$ cat config.mk
export PLATFORM = sky130hd
export DESIGN_NAME = instr_fetch_unit
export DESIGN_NICKNAME = d
export VERILOG_FILES = /design/src/rtl/instr_fetch_unit_pkg.sv /design/src/rtl/instr_fetch_unit_timeout_ctr.sv /design/src/rtl/instr_fetch_unit.sv
export SDC_FILE = /design/constraint.sdc
export NUM_CORES = 1
export LEC_CHECK = 0
export CAP_MARGIN = 15
export CORE_UTILIZATION = 41
export CTS_CLUSTER_SIZE = 16
export DETAILED_ROUTE_END_ITERATION = 10
export GPL_TIMING_DRIVEN = 0
export PLACE_DENSITY_LB_ADDON = 0.2
export SYNTH_ARGS = -nofsm -noshare
export SYNTH_HDL_FRONTEND = slang
export SYNTH_SLANG_ARGS = --single-unit
$ cat constraint.sdc
create_clock -name clk -period 2.65 [get_ports clk]
set_clock_uncertainty 0.15 [all_clocks]
set_input_delay 0.265 -clock clk [delete_from_list [all_inputs] [get_ports clk]]
set_output_delay 0.265 -clock clk [all_outputs]
set_load 0.03 [all_outputs]
$ cat src/rtl/instr_fetch_unit_pkg.sv
// Shared definitions for the instruction fetch unit: FSM encoding, NOP word, RV32 field positions.
package instr_fetch_unit_pkg;

    typedef enum logic [1:0] {
        ST_IDLE  = 2'd0,
        ST_REQ   = 2'd1,
        ST_VALID = 2'd2,
        ST_ERR   = 2'd3
    } ifu_state_t;

    localparam logic [31:0] NOP_INSTR = 32'h0000_0013;

    localparam int OP_LSB = 0;
    localparam int OP_MSB = 6;
    localparam int F3_LSB = 12;
    localparam int F3_MSB = 14;
    localparam int F7_LSB = 25;
    localparam int F7_MSB = 31;

endpackage

$ cat src/rtl/instr_fetch_unit_timeout_ctr.sv
// Memory-ack watchdog: counts REQ cycles without ack; expire flags the last allowed cycle.
module ifu_timeout_ctr #(
    parameter int ACK_TIMEOUT = 16
) (
    input  logic clk,
    input  logic rst,
    input  logic clr,
    input  logic en,
    output logic expire
);

    localparam int CW = (ACK_TIMEOUT > 1) ? $clog2(ACK_TIMEOUT) : 1;
    localparam logic [CW-1:0] LAST = CW'(ACK_TIMEOUT - 1);

    logic [CW-1:0] count_reg;

    always_ff @(posedge clk or posedge rst) begin
        if (rst) begin
            count_reg <= '0;
        end else if (clr) begin
            count_reg <= '0;
        end else if (en && (count_reg != LAST)) begin
            count_reg <= count_reg + CW'(1);
        end
    end

    assign expire = (count_reg == LAST);

endmodule

$ cat src/rtl/instr_fetch_unit.sv
// Fetch stage: PC register, imem req/ack handshake, registered instruction with decode slices.
// Optional macro IFU_MISALIGN_CHECK_EN faults on taken targets that are not word aligned.
module instr_fetch_unit
    import instr_fetch_unit_pkg::*;
#(
    parameter int              XLEN        = 32,
    parameter logic [XLEN-1:0] RESET_PC    = '0,
    parameter int              ACK_TIMEOUT = 16
) (
    input  logic            clk,
    input  logic            rst,
    output logic            imem_req,
    output logic [XLEN-1:0] imem_addr,
    input  logic            imem_ack,
    input  logic [31:0]     imem_rdata,
    input  logic            instr_ready,
    input  logic            pc_src,
    input  logic [XLEN-1:0] pc_target,
    output logic            instr_valid,
    output logic [31:0]     instr,
    output logic [XLEN-1:0] pc,
    output logic [6:0]      op,
    output logic [2:0]      funct3,
    output logic [6:0]      funct7,
    output logic            fetch_err
);

    ifu_state_t      state_reg;
    logic [XLEN-1:0] pc_reg;
    logic [XLEN-1:0] pc_next;
    logic [31:0]     instr_reg;
    logic            accept;
    logic            misalign;
    logic            to_clr;
    logic            to_en;
    logic            to_expire;

    assign accept  = (state_reg == ST_VALID) && instr_ready;
    assign pc_next = pc_src ? pc_target : pc_reg + XLEN'(4);

`ifdef IFU_MISALIGN_CHECK_EN
    assign misalign = pc_src && (pc_target[1:0] != 2'b00);
`else
    assign misalign = 1'b0;
`endif

    // Counter runs only while waiting in REQ; an ack or leaving REQ restarts it.
    assign to_clr = (state_reg != ST_REQ) || imem_ack;
    assign to_en  = (state_reg == ST_REQ) && !imem_ack;

    ifu_timeout_ctr #(
        .ACK_TIMEOUT(ACK_TIMEOUT)
    ) u_timeout (
        .clk    (clk),
        .rst    (rst),
        .clr    (to_clr),
        .en     (to_en),
        .expire (to_expire)
    );

    always_ff @(posedge clk or posedge rst) begin
        if (rst) begin
            state_reg <= ST_IDLE;
            pc_reg    <= RESET_PC;
            instr_reg <= NOP_INSTR;
        end else begin
            case (state_reg)
                ST_IDLE: state_reg <= ST_REQ;
                ST_REQ: begin
                    // An ack on the final allowed cycle still wins over the timeout.
                    if (imem_ack) begin
                        instr_reg <= imem_rdata;
                        state_reg <= ST_VALID;
                    end else if (to_expire) begin
                        state_reg <= ST_ERR;
                    end
                end
                ST_VALID: begin
                    if (accept) begin
                        if (misalign) begin
                            state_reg <= ST_ERR;
                        end else begin
                            pc_reg    <= pc_next;
                            state_reg <= ST_REQ;
                        end
                    end
                end
                default: state_reg <= ST_ERR;
            endcase
        end
    end

    assign imem_req    = (state_reg == ST_REQ);
    assign instr_valid = (state_reg == ST_VALID);
    assign fetch_err   = (state_reg == ST_ERR);
    assign imem_addr   = pc_reg;
    assign pc          = pc_reg;
    assign instr       = instr_reg;
    assign op          = instr_reg[OP_MSB:OP_LSB];
    assign funct3      = instr_reg[F3_MSB:F3_LSB];
    assign funct7      = instr_reg[F7_MSB:F7_LSB];

endmodule
======== After elaboration in Yosys (flattened, before gate mapping) ========
Cells that the tools add are included.
operators by class
  $add $sub $neg .......................... 2
  equal/unequal tests ..................... 8
  muxes and demuxes ....................... 7
  reductions and logical operators ........ 10
operators with widths
  cell                                                              number
  32-bit by 3-bit adder with 32-bit output (second input constant)  1
  32-bit two-way mux                                                1
  4-bit two-way mux                                                 2
  2-bit two-way mux                                                 3
  2-bit case mux with 3 select lines                                1
  2-bit AND reduction                                               3
  4-bit by 1-bit adder with 4-bit output (second input constant)    1
  2-bit == test (second input constant)                             2
  4-bit == test (second input constant)                             1
  2-bit by 1-bit != test with 1-bit output (second input constant)  2
  4-bit != test (second input constant)                             1
  1-bit logical AND                                                 3
  3-bit by 1-bit != test with 1-bit output (second input constant)  1
  2-bit by 1-bit == test with 1-bit output (second input constant)  1
  2-bit zero test                                                   1
  2-bit nonzero test                                                1
  1-bit zero test                                                   1
  1-bit logical OR                                                  1
storage, ports and cells
  bits in registers ....................... 70
  input bits .............................. 69
  output and inout bits ................... 116
  logic and storage cells ................. 31

======== Depth between registers and ports, before layout ========
Gate-level depths: netlist of run 1.
  depth in word-level cells ............... 5
  depth in mapped cells ................... 7
  mapped depth without buffers ............ 6

======== Hierarchy ========
A second synthesis of run 1 with hierarchy kept.
second synthesis, totals
  cells, all modules ...................... 395
  area, all modules ....................... 4088.9 um2
by module, submodules not included
  module            instances  cells each  area each (um2)  sequential area each (um2)
  instr_fetch_unit  1          374         3856.2           1655.3
  ifu_timeout_ctr   1          21          232.7            100.1

======== Least setup slack after synthesis of run 1 ========
No wires, ideal clock.
  path kind ............................... register to register
  start point ............................. register pc_reg[2], in the netlist imem_addr[2]
  end point ............................... register pc_reg[26], in the netlist imem_addr[26]
  library setup time ...................... 0.069 ns
  arrival time ............................ 2.196 ns
  path slack .............................. 0.235 ns
  cell stages (with the launch flop) ...... 7
  path buffers ............................ 0
  cell sequence ........................... dfrtp_1 ha_1 nand2_1 nor4_4 nand4_2 or4_1 nand3_1
between the ends
  cells in the longest elaborated chain, start to end .. 2
RTL lines
  item                                      RTL line                RTL
  from (decl)                               instr_fetch_unit.sv:29  logic [XLEN-1:0] pc_reg;
  from (signal assigned)                    instr_fetch_unit.sv:83  pc_reg <= pc_next;
  32-bit by 3-bit adder with 32-bit output  instr_fetch_unit.sv:39  assign pc_next = pc_src ? pc_target : pc_reg + XLEN'(4);
  32-bit two-way mux                        instr_fetch_unit.sv:39
Every way passes these cells.
A chain may end at the register's enable or synchronous reset.

======== Worst setup path in the final report of run 1 ========
Same ends and word-level chain as after synthesis.

==> run metrics, run 1 <==
overall routed net length 11,430 um; maximum fanout along the worst path 10; combinational family with the most area after synthesis simple AND/OR/NAND/NOR gates; number of vias per cell after detailed routing 5.434; Detail Placement HPWL 8378 um; Clock Power Share 0.122; site row count 35; via count of the first global-routing pass 3,607; Post-Place Cells ~690; kind of cell adding the most delay to the critical path simple AND/OR/NAND/NOR gates; number of instances on the worst hold path 3; violation count after the first detailed-routing iteration 152; clock root buffer master sky130_fd_sc_hd__clkbuf_8; Most used DFF post-synth sky130_fd_sc_hd__dfrtp_1; sum of overflow across all layers after global routing 0; stage delay of the slowest cell on the critical path 0.52 ns; synthesized instance count around 390; minimum clock period after layout around 2.5 ns; arithmetic-cell share of the synthesized area counting full adders, half adders and majority gates 0.006431; cts bufs inserted 9; required time of the critical path 2.78 ns; area of all placed cells without fillers 6080 um^2; initial antenna violation count 0; static power due to leakage 2.499 nW; top achievable clock speed slightly above 0.4 GHz; startpoint of the worst hold path pc_src; basic-gate share of the synthesized area counting and, or, nand and nor cells 0.1701; number of top-level design ports ~190; CTS tree done; Cell variety after synth between 40 and 50; sinks on the clock net 70; number of failing setup endpoints in the final timing report 0; total count of max-transition violations in the final report 0; Total Nets Final 656; post-synthesis compound-gate area fraction 0.1376; die span in x 99.42 um; n_diodes 0; post-synthesis mux area share 0.1113; Final period util 0.9306; number of buffers inserted by port buffering 183; main area contributors after synthesis sky130_fd_sc_hd__dfrtp_1, sky130_fd_sc_hd__mux2_2, sky130_fd_sc_hd__buf_4; pwr dens 1292 nW/um^2; vertical die dimension 99.42 um; DRC 0; proportion of power drawn by flip-flops and latches 0.266; maximum level of the CTS H-tree 3; average footprint of a synthesized cell 9.952 um^2; most common cell after layout, fill and taps aside sky130_fd_sc_hd__clkdlybuf4s50_1; Post-Syn Nets between 400 and 500; warnings from Yosys 0; fraction of layout cells with a size suffix above 1 0.1881; pin count of the biggest net entering global routing 71; cell accounting for the most synthesized area sky130_fd_sc_hd__dfrtp_1; fraction of the yosys area taken by sequential cells 0.4511; startpoint types flop; final weighted congestion in routability-driven placement 0.8906; relative slew slack 0.4199; number of gates resized after CTS 0; switching portion of total power 0.4450; result of the run finished, final reports clean; post-route antenna net violation count 0; clock latency at the later pin of the worst-skew pair 0.36 ns; register-to-register setup slack 0.18 ns; worst-case hold path end point imem_addr[28]; final number of hold-violating endpoints 0; number of buffers and inverters on the critical path 0; synthesis-to-finish area growth 56.24%; max-cap violations 0; number of enable flip-flop cells after synthesis 0; endpoint of the lowest-slack register-to-register path imem_addr[26]; core region area 9196 um^2; routed length per instance 16.31 um; Reg2Reg Launch Point imem_addr[2]; DIE AREA just under 10,000 um^2; Critical Path End Type flop; cell-by-cell trace of the critical path ha_1 -> nand2_1 -> nor4_4 -> nand4_2 -> or4_1 -> nand3_1; net load switching power 3.496 mW; worst min-delay path category in -> reg; critical path arrival about 2.6 ns; transition at the pin with the smallest max-transition slack 0.8701 ns; total power 7.857 mW; Layout Cells excl Fill between 700 and 800; combinational share of power 0.612; count of TritonRoute iterations in the first routing pass 4; post-synthesis instance area 3891 um^2; number of buffers inserted to repair setup after CTS 0; quantity of hold-fixing buffers added after cts 0; via count 3,809; setup repair after global routing missed its margin no; cell at the slowest stage of the critical path sky130_fd_sc_hd__nor4_4; largest voltage drop on the vdd net between 0.6 and 0.7 mV; total routing usage reported by global routing 0.2326; starting density of the core 0.4231; Hold Slack 0.2683 ns; fraction of synthesized cell area in xor and xnor cells 0.002251; placed instance area 5864 um^2; portion of synthesized cell area occupied by the leading cell type 0.4309; top library cells by usage in the layout, fill and taps aside sky130_fd_sc_hd__clkdlybuf4s50_1, sky130_fd_sc_hd__dfrtp_1, sky130_fd_sc_hd__buf_4, sky130_fd_sc_hd__mux2_2; Seq cells post-synth 70; wire length of the first global-routing pass between 15,000 and 20,000 um; Setup CP Type reg -> reg; internal power of the cells ~4.4 mW; async set-reset flop share out of synthesis 1.000; Fillers 770; maximum count of clock buffers along a single path 2; register clock-pin slew on the reported worst setup and hold paths 0.08 ns; count of cells along the worst register-to-register path 6
kinds of logic (layout without fill, tap and decap cells):
logic type / count (synthesis) / count (layout)
AND/OR/NAND/NOR: 119 / 119
AO/OA/AOI/OAI: 84 / 84
buffers and inverters: 76 / 275
flip-flops: 70 / 70
multiplexers: 39 / 39
adder cells (fa/ha/maj): 2 / 2
XOR/XNOR: 1 / 1
through the flow:
stage               setup slack, ns  TNS (ns)    util
floorplan                    0.2346         0       -
global placement            -0.7806    -52.35  0.6374
detailed placement           0.1121         0  0.6377
CTS                         0.08511         0  0.6611
global route               0.003612         0  0.6611
finish                       0.1838         0  0.6611
synth_stat cells (all sizes together), types with 2 or more instances:
cell type and n:
nor4 6, nor3 9, or3 6, dfrtp 67, a2bb2oi 3, mux2i 5, o21a 2, o22a 5
nor2 26, and2 2, inv 5, clkbuf 18, mux2 34, nor2b 4, nand3 21, nand2 18
and3 9, a31oi 7, nand4 7, a22oi 3, and4 5, or4 2, ha 2, a32oi 2
o2bb2ai 3, buf 53, o21ai 26, a311oi 7, dfstp 3, a21oi 20
how the worst max path moves through the flow:
stage,cells past startpoint,from,endpoint
5_1_grt,6,imem_addr[2],imem_addr[26]
4_1_cts,6,imem_addr[2],imem_addr[26]
3_5_place_dp,6,imem_addr[2],imem_addr[26]
6_report,6,imem_addr[2],imem_addr[26]
3_3_place_gp,2,rst,imem_addr[19]
2_1_floorplan,6,imem_addr[2],imem_addr[26]
power by group through the flow:
stage	logic [mW]	registers, mW	clock network [mW]
finish	4.81	2.09	0.957
global route	5.04	2.18	1.01
CTS	4.83	2.09	0.974
detailed placement	4.82	2.11	0
global placement	4.77	2.07	0
floorplan	2.02	2.90	0
worst register-to-register path, stage by stage, from the launching register on:
cell	delay, ns
sky130_fd_sc_hd__dfrtp_1	0.45
sky130_fd_sc_hd__ha_1	0.26
sky130_fd_sc_hd__nand2_1	0.17
sky130_fd_sc_hd__nor4_4	0.52
sky130_fd_sc_hd__nand4_2	0.24
sky130_fd_sc_hd__or4_1	0.51
sky130_fd_sc_hd__nand3_1	0.09
routing by layer:
metal  wire, um  GRT usage
met2       5500     0.3942
met5          0          0
met3        881    0.04638
met4        207    0.08937
met1       4840     0.2933
area by class of cell:
cell class / count / area [um^2] / area share
buffer: 71 / 452.9 / 0.07450
timing repair buffer: 183 / 1832 / 0.3013
clock buffer: 10 / 127.6 / 0.02099
multi-input combinational: 245 / 1664 / 0.2737
clock inverter: 6 / 87.58 / 0.01441
tap: 111 / 138.9 / 0.02284
sequential: 70 / 1755 / 0.2887
inverter: 5 / 21.27 / 0.003499
Power figures use the tool's default switching activity.
==> run 2: changes to the inputs <==
Settings changed: CTS_CLUSTER_SIZE 16 to not set.
==> results of run 2 <==
The final DEF is identical to that of run 1; final timing and power are the same.
==> run 3: changes to the inputs <==
Settings changed: GPL_TIMING_DRIVEN 0 to not set, RECOVER_POWER set to 50.
==> run metrics, run 3 (synthesized netlist as in run 1, its figures left out) <==
final core utilization 0.6210; met1 demand-to-capacity share in global routing 0.2671; transition at the pin with the smallest max-transition slack 1.929 ns; starting density of the core 0.4231; critical path arrival between 2 and 2.5 ns; endpoint of the lowest-slack register-to-register path imem_addr[28]; synthesis-to-finish area growth 46.75%; cts bufs inserted 9; DRC 0; routed length per instance 16.23 um; number of buffers inserted by port buffering 184; global routing met3 resource utilization 0.05060; number of vias per cell after detailed routing 5.451; maximum fanout along the worst path 9; startpoint types flop; max-cap violations 1; register clock-pin slew on the reported worst setup and hold paths 0.09 ns; total count of max-transition violations in the final report 34; cell-by-cell trace of the critical path ha_1 -> nand2_1 -> nor4_4 -> buf_4 -> nand4_1 -> or4_1 -> nand3_1; maximum count of clock buffers along a single path 2; total routing usage reported by global routing 0.2141; register-to-register setup slack 0.32 ns; count of cells along the worst register-to-register path 7; number of buffers inserted to repair setup after CTS 0; largest voltage drop on the vdd net 0.6196 mV; quantity of hold-fixing buffers added after cts 0; post-route antenna net violation count 0; die span in x 99.42 um; PnR worst setup slack 0.3220 ns; n_diodes 0; met2 track demand over resource in global routing 0.3590; Reg2Reg Launch Point imem_addr[2]; minimum clock period after layout 2.328 ns; wire length of the first global-routing pass 16,700 um; top library cells by usage in the layout, fill and taps aside sky130_fd_sc_hd__clkdlybuf4s50_1, sky130_fd_sc_hd__dfrtp_1, sky130_fd_sc_hd__mux2_2, sky130_fd_sc_hd__nor2_1, sky130_fd_sc_hd__o21ai_0; relative slew slack -0.2859; pin count of the biggest net entering global routing 61; Post-Place Cells 625; maximum level of the CTS H-tree 3; Layout Cells excl Fill around 640; site row count 35; most common cell after layout, fill and taps aside sky130_fd_sc_hd__clkdlybuf4s50_1; result of the run finished, violations left; Detail Placement HPWL 7578 um; count of TritonRoute iterations in the first routing pass 6; Sequential cell area 1755 um^2; Total Nets Final about 600; pwr dens 1285 nW/um^2; required time of the critical path 2.78 ns; vertical die dimension 99.42 um; via count ~3,500; top achievable clock speed 0.4296 GHz; worst slack, placed roughly 0.35 ns; sum of overflow across all layers after global routing 0; via count of the first global-routing pass roughly 3,400; clock latency at the later pin of the worst-skew pair 0.35 ns; number of gates resized after CTS 0; worst min-delay path category in -> async; violation count after the first detailed-routing iteration between 150 and 200; stage delay of the slowest cell on the critical path 0.45 ns; DIE AREA 9884 um^2; fraction of layout cells with a size suffix above 1 0.1321; core region area about 9000 um^2; cell at the slowest stage of the critical path sky130_fd_sc_hd__dfrtp_1; Fillers around 800; initial antenna violation count 0; multi-input logic area 1664 um^2; final weighted congestion in routability-driven placement 0.8482; setup TNS 0 ns; total power 7.338 mW; final number of hold-violating endpoints 0; Final period util 0.8785; global routing's busiest layer met2; clock root buffer master sky130_fd_sc_hd__clkbuf_8; Critical Path End Type flop; CTS tree done; number of failing setup endpoints in the final timing report 0; overall routed net length between 10,000 and 15,000 um; setup repair after global routing missed its margin no; Setup CP Type reg -> reg; sinks on the clock net 70; static power due to leakage 2.285 nW; number of top-level design ports 185; violated checks max-capacitance violations, max-slew violations
-- run 3: metrics by stage --
| stage | cell area, um^2 | hold slack (ns) |
|---|---|---|
| final | 5710 | 0.3397 |
| after global routing | 5710 | 0.3621 |
| after CTS | 5719 | 0.1913 |
| after detailed placement | 5489 | 0.3420 |
| after global placement | 5489 | 0.3365 |
| after floorplan | 3891 | 0.2098 |
-- run 3: worst max path at each step --
stage	slack, ns	endpoint	depth (start not counted)	startpoint
after floorplan	0.23	imem_addr[26]	6	imem_addr[2]
after global placement	0.45	imem_addr[28]	7	imem_addr[2]
after detailed placement	0.35	imem_addr[24]	7	imem_addr[2]
after CTS	0.32	imem_addr[28]	7	imem_addr[2]
after global routing	0.08	imem_addr[30]	3	rst
final	0.32	imem_addr[28]	7	imem_addr[2]
-- run 3: final cells by class --
type                    count  area share
repair buffers            194      0.3333
flip-flops and latches     70      0.3074
multi-input cells         245      0.2914
well taps                 111     0.02432
clock buffers              10     0.02410
clock inverters             6     0.01621
inverters                   5    0.003287
-- run 3: critical path: cells and delay by family (launching register included) --
kind | cells | cell delay, ns
adder cells (fa/ha/maj) | 1 | 0.27
buffers and inverters | 1 | 0.22
flip-flops | 1 | 0.45
AND/OR/NAND/NOR | 5 | 1.16
-- run 3: where the power goes --
| group | internal [mW] | switching (mW) |
|---|---|---|
| combinational | 1.84 | 2.40 |
| sequential | 1.55 | 0.547 |
| clock | 0.562 | 0.442 |
-- run 3: metal layers --
metal / part of all wire / vias up
li1: - / 1656
met3: 0.073 / 13
met2: 0.49 / 162
met5: 0 / -
met1: 0.42 / 1663
met4: 0.017 / 0
